`src/rtl/mem_txn_display.sv`:
```
// mem_txn_display: formats memory transactions as digit codes for a six-digit seven-segment bank.
// Optional DISP_STICKY_EN keeps the last transaction on screen after its hold time expires.
module mem_txn_display #(
  parameter int unsigned HOLD_CYCLES = 50000000
) (
  input  logic        clk,
  input  logic        rst,
  input  logic        txn_valid,
  output logic        txn_ready,
  input  logic        txn_write,
  input  logic [7:0]  txn_addr,
  input  logic [7:0]  txn_data,
  output logic [29:0] digit_codes,
  output logic        disp_busy
);

  localparam int unsigned      CNT_W  = $clog2(HOLD_CYCLES);
  localparam logic [29:0]      DASHES = {6{5'd20}};
  localparam logic [CNT_W-1:0] RELOAD = CNT_W'(HOLD_CYCLES - 1);

  typedef enum logic [0:0] {StIdle, StShow} state_e;

  state_e           state_q, state_d;
  logic [CNT_W-1:0] cnt_q, cnt_d;
  logic [29:0]      disp_q, disp_d;
  logic             pend_valid_q, pend_valid_d;
  logic             pend_write_q, pend_write_d;
  logic [7:0]       pend_addr_q, pend_addr_d;
  logic [7:0]       pend_data_q, pend_data_d;
  logic             accept;

  // digit5 = r/t, digit4 blank, then addr and data as hex nibbles
  function automatic logic [29:0] fmt(input logic wr, input logic [7:0] a, input logic [7:0] d);
    return {(wr ? 5'd18 : 5'd16), 5'd31, 1'b0, a[7:4], 1'b0, a[3:0], 1'b0, d[7:4], 1'b0, d[3:0]};
  endfunction

  assign txn_ready   = !pend_valid_q;
  assign accept      = txn_valid && txn_ready;
  assign digit_codes = disp_q;
  assign disp_busy   = (state_q == StShow);

  always_comb begin
    state_d      = state_q;
    cnt_d        = cnt_q;
    disp_d       = disp_q;
    pend_valid_d = pend_valid_q;
    pend_write_d = pend_write_q;
    pend_addr_d  = pend_addr_q;
    pend_data_d  = pend_data_q;
    unique case (state_q)
      StIdle: begin
        if (accept) begin
          disp_d  = fmt(txn_write, txn_addr, txn_data);
          cnt_d   = RELOAD;
          state_d = StShow;
        end
      end
      StShow: begin
        if (cnt_q != '0) begin
          cnt_d = cnt_q - CNT_W'(1);
          if (accept) begin
            pend_valid_d = 1'b1;
            pend_write_d = txn_write;
            pend_addr_d  = txn_addr;
            pend_data_d  = txn_data;
          end
        end else if (pend_valid_q) begin
          disp_d       = fmt(pend_write_q, pend_addr_q, pend_data_q);
          pend_valid_d = 1'b0;
          cnt_d        = RELOAD;
        end else if (accept) begin
          // bypass: the incoming transaction follows without a dash frame
          disp_d = fmt(txn_write, txn_addr, txn_data);
          cnt_d  = RELOAD;
        end else begin
          state_d = StIdle;
`ifndef DISP_STICKY_EN
          disp_d  = DASHES;
`endif
        end
      end
      default: state_d = StIdle;
    endcase
  end

  always_ff @(posedge clk) begin
    if (rst) begin
      state_q      <= StIdle;
      cnt_q        <= '0;
      disp_q       <= DASHES;
      pend_valid_q <= 1'b0;
      pend_write_q <= 1'b0;
      pend_addr_q  <= '0;
      pend_data_q  <= '0;
    end else begin
      state_q      <= state_d;
      cnt_q        <= cnt_d;
      disp_q       <= disp_d;
      pend_valid_q <= pend_valid_d;
      pend_write_q <= pend_write_d;
      pend_addr_q  <= pend_addr_d;
      pend_data_q  <= pend_data_d;
    end
  end

endmodule

```
`config.mk`:
```
export PLATFORM = sky130hd
export DESIGN_NAME = mem_txn_display
export DESIGN_NICKNAME = d
export VERILOG_FILES = /design/src/rtl/mem_txn_display.sv
export SDC_FILE = /design/constraint.sdc
export NUM_CORES = 1
export LEC_CHECK = 0
export BUFFER_PORTS_ARGS = -buffer_cell sky130_fd_sc_hd__clkbuf_2
export CORE_UTILIZATION = 40
export DETAILED_ROUTE_END_ITERATION = 6
export PLACE_DENSITY = 0.6
export SLEW_MARGIN = 20
export SYNTH_ARGS = -nofsm -noshare
export SYNTH_HDL_FRONTEND = slang
export SYNTH_SLANG_ARGS = --single-unit
export TNS_END_PERCENT = 20
```
`constraint.sdc`:
```
create_clock -name clk -period 2.3 [get_ports clk]
set_input_delay 0.115 -clock clk [delete_from_list [all_inputs] [get_ports clk]]
set_output_delay 0.115 -clock clk [all_outputs]
set_load 0.01 [all_outputs]
```
; ---- Word-level counts from Yosys, hierarchy flattened
; Cells that the tools add are included.
; W data, S select, Z words.
[totals]
register_bits = 75
inputBits = 20
output_inout_bits = 32
wordCells = 35
[classes]
add_sub_neg = 1
n_eq_ne = 3
n_mux = 17
bitwise = 1
reduce_logical = 6
[ops]
columns = operator, n
row1 = $mux W26, 3
row2 = $mux W30, 2
row3 = $pmux W30 S2, 1
row4 = $mux W28, 2
row5 = $pmux W26 S2, 1
row6 = $reduce_bool A26 Y1, 1
row7 = $sub A26 B1 Y26 const B, 1
row8 = $ne A2 B2 Y1 const B, 3
row9 = $mux W1, 5
row10 = $mux W2, 2
row11 = $reduce_and A2 Y1, 2
row12 = $reduce_and A3 Y1, 1
row13 = $pmux W1 S2, 1
row14 = $logic_and A1 B1 Y1, 1
row15 = $logic_not A1 Y1, 1
row16 = $not A1 Y1, 1

; ---- Logic depth before layout (Yosys ltp)
; Gate-level depths: netlist (run 1).
[depth]
word_depth = 6
ltp_mapped = 10
depth_no_buf = 7

; ---- Worst setup path before layout (run 1)
; OpenSTA, ideal clock, no wires.
[synth_path]
path_kind = reg-to-reg
from = register cnt_q[3]
to = register cnt_q[2]
setup_ps = 115
arrival_time_ps = 2320
required_ps = 2185
path_slack_ps = -134
stages_incl_launch_ff = 8
n_path_buf = 2
period_less_slack_ps = 2434
cell_sequence = dfxtp_1 or4_4 buf_6 or4_4 buf_6 o21ai_4 mux2_2 o21a_1
[synth_between]
elab_chain_len = 3
[synth_lines]
columns = element, line
row1 = start: declaration, 24  ; logic [CNT_W-1:0] cnt_q, cnt_d;
row2 = start signal: assignment, 97  ; cnt_q <= cnt_d;
row3 = $reduce_bool A26 Y1, 59  ; if (cnt_q != '0) begin
row4 = $mux W26, 59
row5 = $pmux W26 S2, 50  ; unique case (state_q)
; No other way between the ends.
; A chain may end at the register's enable or synchronous reset.

; ---- Final worst setup path (run 1)
[layout_path]
from = register cnt_q[6]
to = register cnt_q[22]
[layout_between]
elab_chain_len = 3
word_cells_on_any_way = 4
classes_between = add/sub: 1 / mux: 2 / reduce/logical: 1
[layout_lines]
columns = element, line
row1 = $sub A26 B1 Y26 / $reduce_bool A26 Y1 (equally long branches), "60, 59"
row2 = $mux W26 *, 59
row3 = $pmux W26 S2 *, 50
; Every way passes the cells marked *; elsewhere a longest branch is shown, timed or not.

==> flow_summary_export.csv, run 1 <==
group,metric,value,unit
routing,vias_per_cell,5.335,
critical_path,end_kind,"register",
power_and_ir_drop,p_sw,0.0008796,W
cells_and_area,final_common_cell,"dfxtp_1",
cells_and_area,fill_cells,689,
sta,clock_skew,6.639,ps
place,placed_area,0.003525,sq mm
die,row_count,31,
routing,vias,2758,
clocking,clkLatencyLatePin,340,ps
power_and_ir_drop,ir_worst_vdd,0.4925,mV
routing,met3_length,342,microns
outcome,status,"complete, but fails checks",
yosys,synth_edf_count,0,
power_and_ir_drop,p_leak,1.634,nW
sta,tightest_slew,604.7,ps
grt,grt_usage,0.1861,
sta,finalCriticalPeriod,2317,ps
power_and_ir_drop,p_int,0.001915,W
job,maxCapViolations,0,
place,finalWeightedCongestion,0.7800,
power_and_ir_drop,power_frac_comb,0.231,
clocking,htreeDepth,3,
cells_and_area,layout-drive-gt1-share,0.2967,
routing,remaining_drc_errors,0,
clocking,clock-sinks,64,
routing,routed.top_layer,"met4",
sta,hold_viol,0,
sta,post-route-period-util,1.007,
power_and_ir_drop,cellPowerDensity,727.3,mW/mm^2
clocking,tritoncts,"built",
cells_and_area,final_area,0.003842,sq mm
cells_and_area,area_growth,22.59,%
cells_and_area,nets,434,
routing,wl_met2,3429,microns
critical_path,crit_type,"register to register",
sta,rsz0062_at_grt,"yes",
cells_and_area,final_cell_mix,"62 x dfxtp_1, 49 x nor2_1, 46 x clkbuf_2",
die,io_pins,52,
yosys,postSynthCellCount,355,
routing,drt_first_pass_iters,6,
die,fp.dieW,90.52,microns
die,die_h,90.52,microns
routing,drt_iter0_drc,195,
yosys,synthArstFlopShare,0,
yosys,synth_area_per_cell,8.829,sq um
routing,wire_per_inst,14.47,microns
yosys,synth_top_area_frac,0.4088,
yosys,synth_area_leaders,"dfxtp_1 41%, mux2i_1 6.4%, nor2_1 6.0%",
grt,grt_first_pass_wirelength,12320,microns
grt,antenna_found_initial,0,
critical_path,crit_arrival,2520,ps
worst_hold_path,hold_class,"input port to register",
power_and_ir_drop,p_sw_frac,0.3148,
clocking,numCtsBuffers,9,
routing,ant_nets,0,
power_and_ir_drop,seq_power_share,0.453,
yosys,ys.flop_type,"dfxtp_1",
yosys,ys_seq_elements,64,
die,die_area,0.008194,sq mm
routing,postRouteWirelength,7480,microns
critical_path,cp-start-kind,"register",
yosys,synth.distinct_cells,53,
yosys,ys_seq_area_frac,0.4088,
sta,fin_ws,-16.92,ps
grt,gr-total-overflow,0,
critical_path,required,2510,ps
sta,slew_violations,0,
place,place_hpwl,4907,microns
power_and_ir_drop,clockPowerShare,0.316,
sta,slew_headroom,0.5932,
clocking,cts.reportedPaths.clkPinSlew,80,ps
routing,wl_met1,3629,microns
place,port_buffers,46,
yosys,synth_top_cell_by_area,"dfxtp_1",
grt,first_global_vias,2555,
sta,fmax,431.6,MHz
critical_path,path_max_fanout,7,
clocking,cts_root_buf,"clkbuf_8",
die,start_util,0.4231,
outcome,violations,"setup timing",
clocking,ctsLongestPathBuffers,2,
yosys,synth_area,0.003134,sq mm
grt,grt_max_degree,31,
sta,tns,-52.89,ps
sta,finalSetupViolations,7,
die,core_area,0.007408,sq mm
yosys,ys_warn_count,0,
cells_and_area,antennaDiodeCount,0,
==> cell families after synthesis <==
group | count (synthesis) | share of synthesized area
multiplexers | 25 | 0.08183
adder cells (fa/ha/maj) | 1 | 0.003991
AO/OA/AOI/OAI | 85 | 0.2020
AND/OR/NAND/NOR | 135 | 0.2180
other | 2 | 0.002396
flip-flops | 64 | 0.4088
buffers and inverters | 40 | 0.07465
XOR/XNOR | 3 | 0.008385
==> critical path: stages, from the launching register on <==
cell and delay [ps]:
dfxtp_1 310, or4_4 550, buf_4 170, nor4_4 320
a21boi_2 210, and3_1 210, a2111oi_0 400
==> layout make-up <==
type                    instances  area, sq um  area share
multi-input cells             254         1688      0.4393
flip-flops and latches         64         1284      0.3341
repair buffers                 79        546.8      0.1423
clock buffers                  10        137.6     0.03582
well taps                      99        123.9     0.03224
clock inverters                 6        43.79     0.01140
inverters                       5        18.77    0.004884
==> per-layer routing <==
metal | vias to the layer above | GRT usage
li1 | 1412 | -
met2 | 70 | 0.2986
met5 | - | 0
met4 | 0 | 0.06452
met1 | 1268 | 0.2438
met3 | 8 | 0.04377
==> stage by stage <==
| stage | hold slack (ps) | power, W | setup WS, ps | cells | util |
|---|---|---|---|---|---|
| after floorplan | 216.7 | 0.001709 | -122.7 | 358 | - |
| after global placement | 363.7 | 0.001881 | -16.80 | 496 | 0.4758 |
| after detailed placement | 373.6 | 0.001890 | -76.03 | 496 | 0.4758 |
| after CTS | 7.107 | 0.002797 | 11.65 | 514 | 0.5050 |
| after global routing | 13.41 | 0.002942 | -148.7 | 517 | 0.5187 |
| final | 26.14 | 0.002795 | -16.92 | 517 | 0.5187 |
==> synth_stat cells (2+ instances only) <==
cell      number
o22ai_1        2
o21ai_0        5
nor4_1         6
buf_6          3
nand2b_1       2
a22oi_1       13
a21oi_1       15
a31oi_1        3
conb_1         2
a31o_2         2
inv_1          5
xor2_1         2
a211oi_1      20
o221a_2        4
mux2_2         5
clkbuf_1      16
buf_2          3
or4_4          3
and3_1         5
or4_1          4
nand2_1       18
buf_4         11
a211o_1        4
nor2_1        50
nand3_1        8
o21a_1         3
o211ai_1       2
dfxtp_1       64
o31ai_1        3
mux2i_1       20
nor3_1        21
and2_1         2
nand3b_1       2
or3_1          8
==> path summary, 6_finish.rpt <==
check	start	to	slack (ps)	cells after the start
hold / removal	txn_data[4]	pend_data_q[4]	30	3
setup / recovery	cnt_q[6]	cnt_q[22]	-20	6
setup reg to reg	cnt_q[6]	cnt_q[22]	-20	6
hold reg to reg	digit_codes[7]	digit_codes[7]	470	1
==> what timing repair did <==
item	CTS	global route
hold buffers	2	0
cloned	0	2
resized for setup	2	10
endpoints found under the setup margin	5	42
setup buffers	0	1
pin swaps	2	8
hold endpoints to repair	2	0
==> sequential cells by signal, indices dropped and copies added (netlist names) <==
name	flops
cnt_q	26
digit_codes	19
pend_addr_q	8
pend_data_q	8
disp_busy	1
pend_valid_q	1
pend_write_q	1
==> power by group through the flow <==
stage          clock network [W]  logic [W]  registers (W)
5_1_grt                 0.000953   0.000710        0.00128
3_5_place_dp                   0   0.000601        0.00129
2_1_floorplan                  0   0.000410        0.00130
3_3_place_gp                   0   0.000593        0.00129
4_1_cts                 0.000922   0.000610        0.00127
6_report                0.000882   0.000646        0.00127
(Power assumes the default switching activity.)
==> run 2: changes to the inputs <==
- PLACE_DENSITY: 0.6 -> unset
- PLACE_DENSITY_LB_ADDON: unset -> 0.3
==> flow_summary_export.csv, run 2 (same netlist as run 1, synthesis figures left out) <==
group,metric,value,unit
place,finalWeightedCongestion,0.8230,
die,start_util,0.4231,
place,port_buffers,46,
clocking,clkLatencyLatePin,340,ps
die,die_area,0.008194,sq mm
critical_path,end_kind,"register",
grt,gr-total-overflow,0,
cells_and_area,largest_reg_flops,26,
cells_and_area,fill_cells,692,
critical_path,crit_arrival,2550,ps
routing,postRouteWirelength,7468,microns
cells_and_area,final_util,0.5224,
power_and_ir_drop,cellPowerDensity,794.2,mW/mm^2
routing,ant_nets,0,
cells_and_area,final_cells,511,
critical_path,path_cells,"or4_4 > or4_4 > buf_6 > nor2_4 > buf_6 > buf_6 > or4_4 > a21oi_1",
cells_and_area,antennaDiodeCount,0,
routing,drt_first_pass_iters,4,
grt,grt_usage,0.1883,
critical_path,cp-start-kind,"register",
grt,grt_first_pass_wirelength,12610,microns
place,place_hpwl,5074,microns
cells_and_area,final_common_cell,"dfxtp_1",
outcome,status,"complete, but fails checks",
sta,rsz0062_at_grt,"yes",
critical_path,r2r-start,"cnt_q[9]",
power_and_ir_drop,power_frac_comb,0.203,
cells_and_area,final_area,0.003870,sq mm
cells_and_area,layout-drive-gt1-share,0.2985,
grt,grt_max_degree,35,
routing,vias,2811,
routing,wire_per_inst,14.61,microns
routing,vias_per_cell,5.501,
die,fp.dieW,90.52,microns
place,placed_area,0.003507,sq mm
critical_path,r2r.worst_path.cells,8,
critical_path,required,2520,ps
critical_path,endpoint,"cnt_q[16]",
power_and_ir_drop,p_leak,1.647,nW
place,place_inst,492,
sta,finalCriticalPeriod,2332,ps
die,row_count,31,
die,core_area,0.007408,sq mm
critical_path,rr_endpoint,"cnt_q[16]",
power_and_ir_drop,p_int,0.002198,W
routing,remaining_drc_errors,0,
cells_and_area,area_growth,23.47,%
sta,post-route-period-util,1.014,
clocking,cts_hold_buffers,0,
worst_hold_path,hold_class,"input port to register",
critical_path,path_max_fanout,6,
power_and_ir_drop,p_sw_frac,0.2850,
critical_path,slowest_delay,600,ps
sta,fmax,428.9,MHz
sta,slew_headroom,0.6237,
clocking,clock-sinks,64,
power_and_ir_drop,seq_power_share,0.413,
sta,tns,-244.6,ps
clocking,numCtsBuffers,9,
sta,finalSetupViolations,20,
clocking,cts.reportedPaths.clkPinSlew,80,ps
clocking,tritoncts,"built",
clocking,ctsLongestPathBuffers,2,
critical_path,r2r_slack,-30,ps
sta,tightest_slew,559.3,ps
critical_path,crit_path_top_delay_cell,"or4_4",
cells_and_area,final_cell_mix,"62 x dfxtp_1, 50 x nor2_1, 46 x clkbuf_2",
critical_path,crit_start,"cnt_q[9]",
sta,clock_skew,9.194,ps
routing,drt_iter0_drc,141,
sta,whs,28.13,ps
cells_and_area,nets,428,
cells_and_area,largest_register,"cnt_q",
sta,hold_viol,0,
clocking,htreeDepth,3,
power_and_ir_drop,p_sw,0.0008758,W
power_and_ir_drop,clockPowerShare,0.384,
sta,fin_ws,-31.73,ps
clocking,cts_root_buf,"clkbuf_8",
die,io_pins,52,
outcome,violations,"setup timing",
job,maxCapViolations,0,
grt,antenna_found_initial,0,
critical_path,crit_type,"register to register",
sta,slew_violations,0,
power_and_ir_drop,ir_worst_vdd,0.4801,mV
grt,first_global_vias,2680,
die,die_h,90.52,microns
[run 2: power by group through the flow]
stage / clock (W) / combinational, W / sequential (W)
after floorplan: 0 / 0.000410 / 0.00130
after global placement: 0 / 0.000579 / 0.00129
after detailed placement: 0 / 0.000590 / 0.00129
after CTS: 0.00119 / 0.000600 / 0.00127
after global routing: 0.00124 / 0.000684 / 0.00128
final: 0.00118 / 0.000625 / 0.00127
[run 2: cell type report]
| type | instances | area (sq um) | share of cell area |
|---|---|---|---|
| Sequential cell | 64 | 1284 | 0.3317 |
| Timing Repair Buffer | 73 | 489.2 | 0.1264 |
| Inverter | 5 | 18.77 | 0.004850 |
| Multi-Input combinational cell | 254 | 1710 | 0.4420 |
| Clock inverter | 7 | 120.1 | 0.03104 |
| Tap cell | 99 | 123.9 | 0.03201 |
| Clock buffer | 9 | 123.9 | 0.03201 |
[run 2: how the worst min path moves through the flow]
| stage | start | endpoint | slack (ps) | cells after the start |
|---|---|---|---|---|
| 5_1_grt | txn_data[7] | pend_data_q[7] | 30 | 3 |
| 3_3_place_gp | txn_data[5] | pend_data_q[5] | 360 | 3 |
| 4_1_cts | txn_data[7] | pend_data_q[7] | 20 | 3 |
| 2_1_floorplan | txn_valid | digit_codes[19] | 220 | 1 |
| 6_report | txn_addr[0] | pend_addr_q[0] | 30 | 3 |
| 3_5_place_dp | txn_addr[0] | pend_addr_q[0] | 380 | 3 |
[run 2: routing by layer]
| metal | wire length, microns | track usage |
|---|---|---|
| met2 | 3537 | 0.3024 |
| met1 | 3566 | 0.2470 |
| met4 | 117 | 0.08333 |
| met5 | 0 | 0 |
| met3 | 246 | 0.03199 |
[run 2: repair_timing]
action                     4_1_cts  5_1_grt
gates resized for setup          5       17
buffers inserted                 0        3
hold endpoints to repair         0        0
setup endpoints to repair       25       34
pin swaps                        1       16
[run 2: critical path: cells and delay by family, from the launching register on]
kind | cells | cell delay, ps
simple gates | 4 | 1410
buf+inv | 3 | 420
flops | 1 | 330
compound gates | 1 | 50
[run 2: through the flow]
stage	total power [W]	setup slack, ps
detailed placement	0.001881	-22.23
global route	0.003212	-119.2
floorplan	0.001709	-122.7
finish	0.003073	-31.73
CTS	0.003061	-26.63
global placement	0.001866	16.95
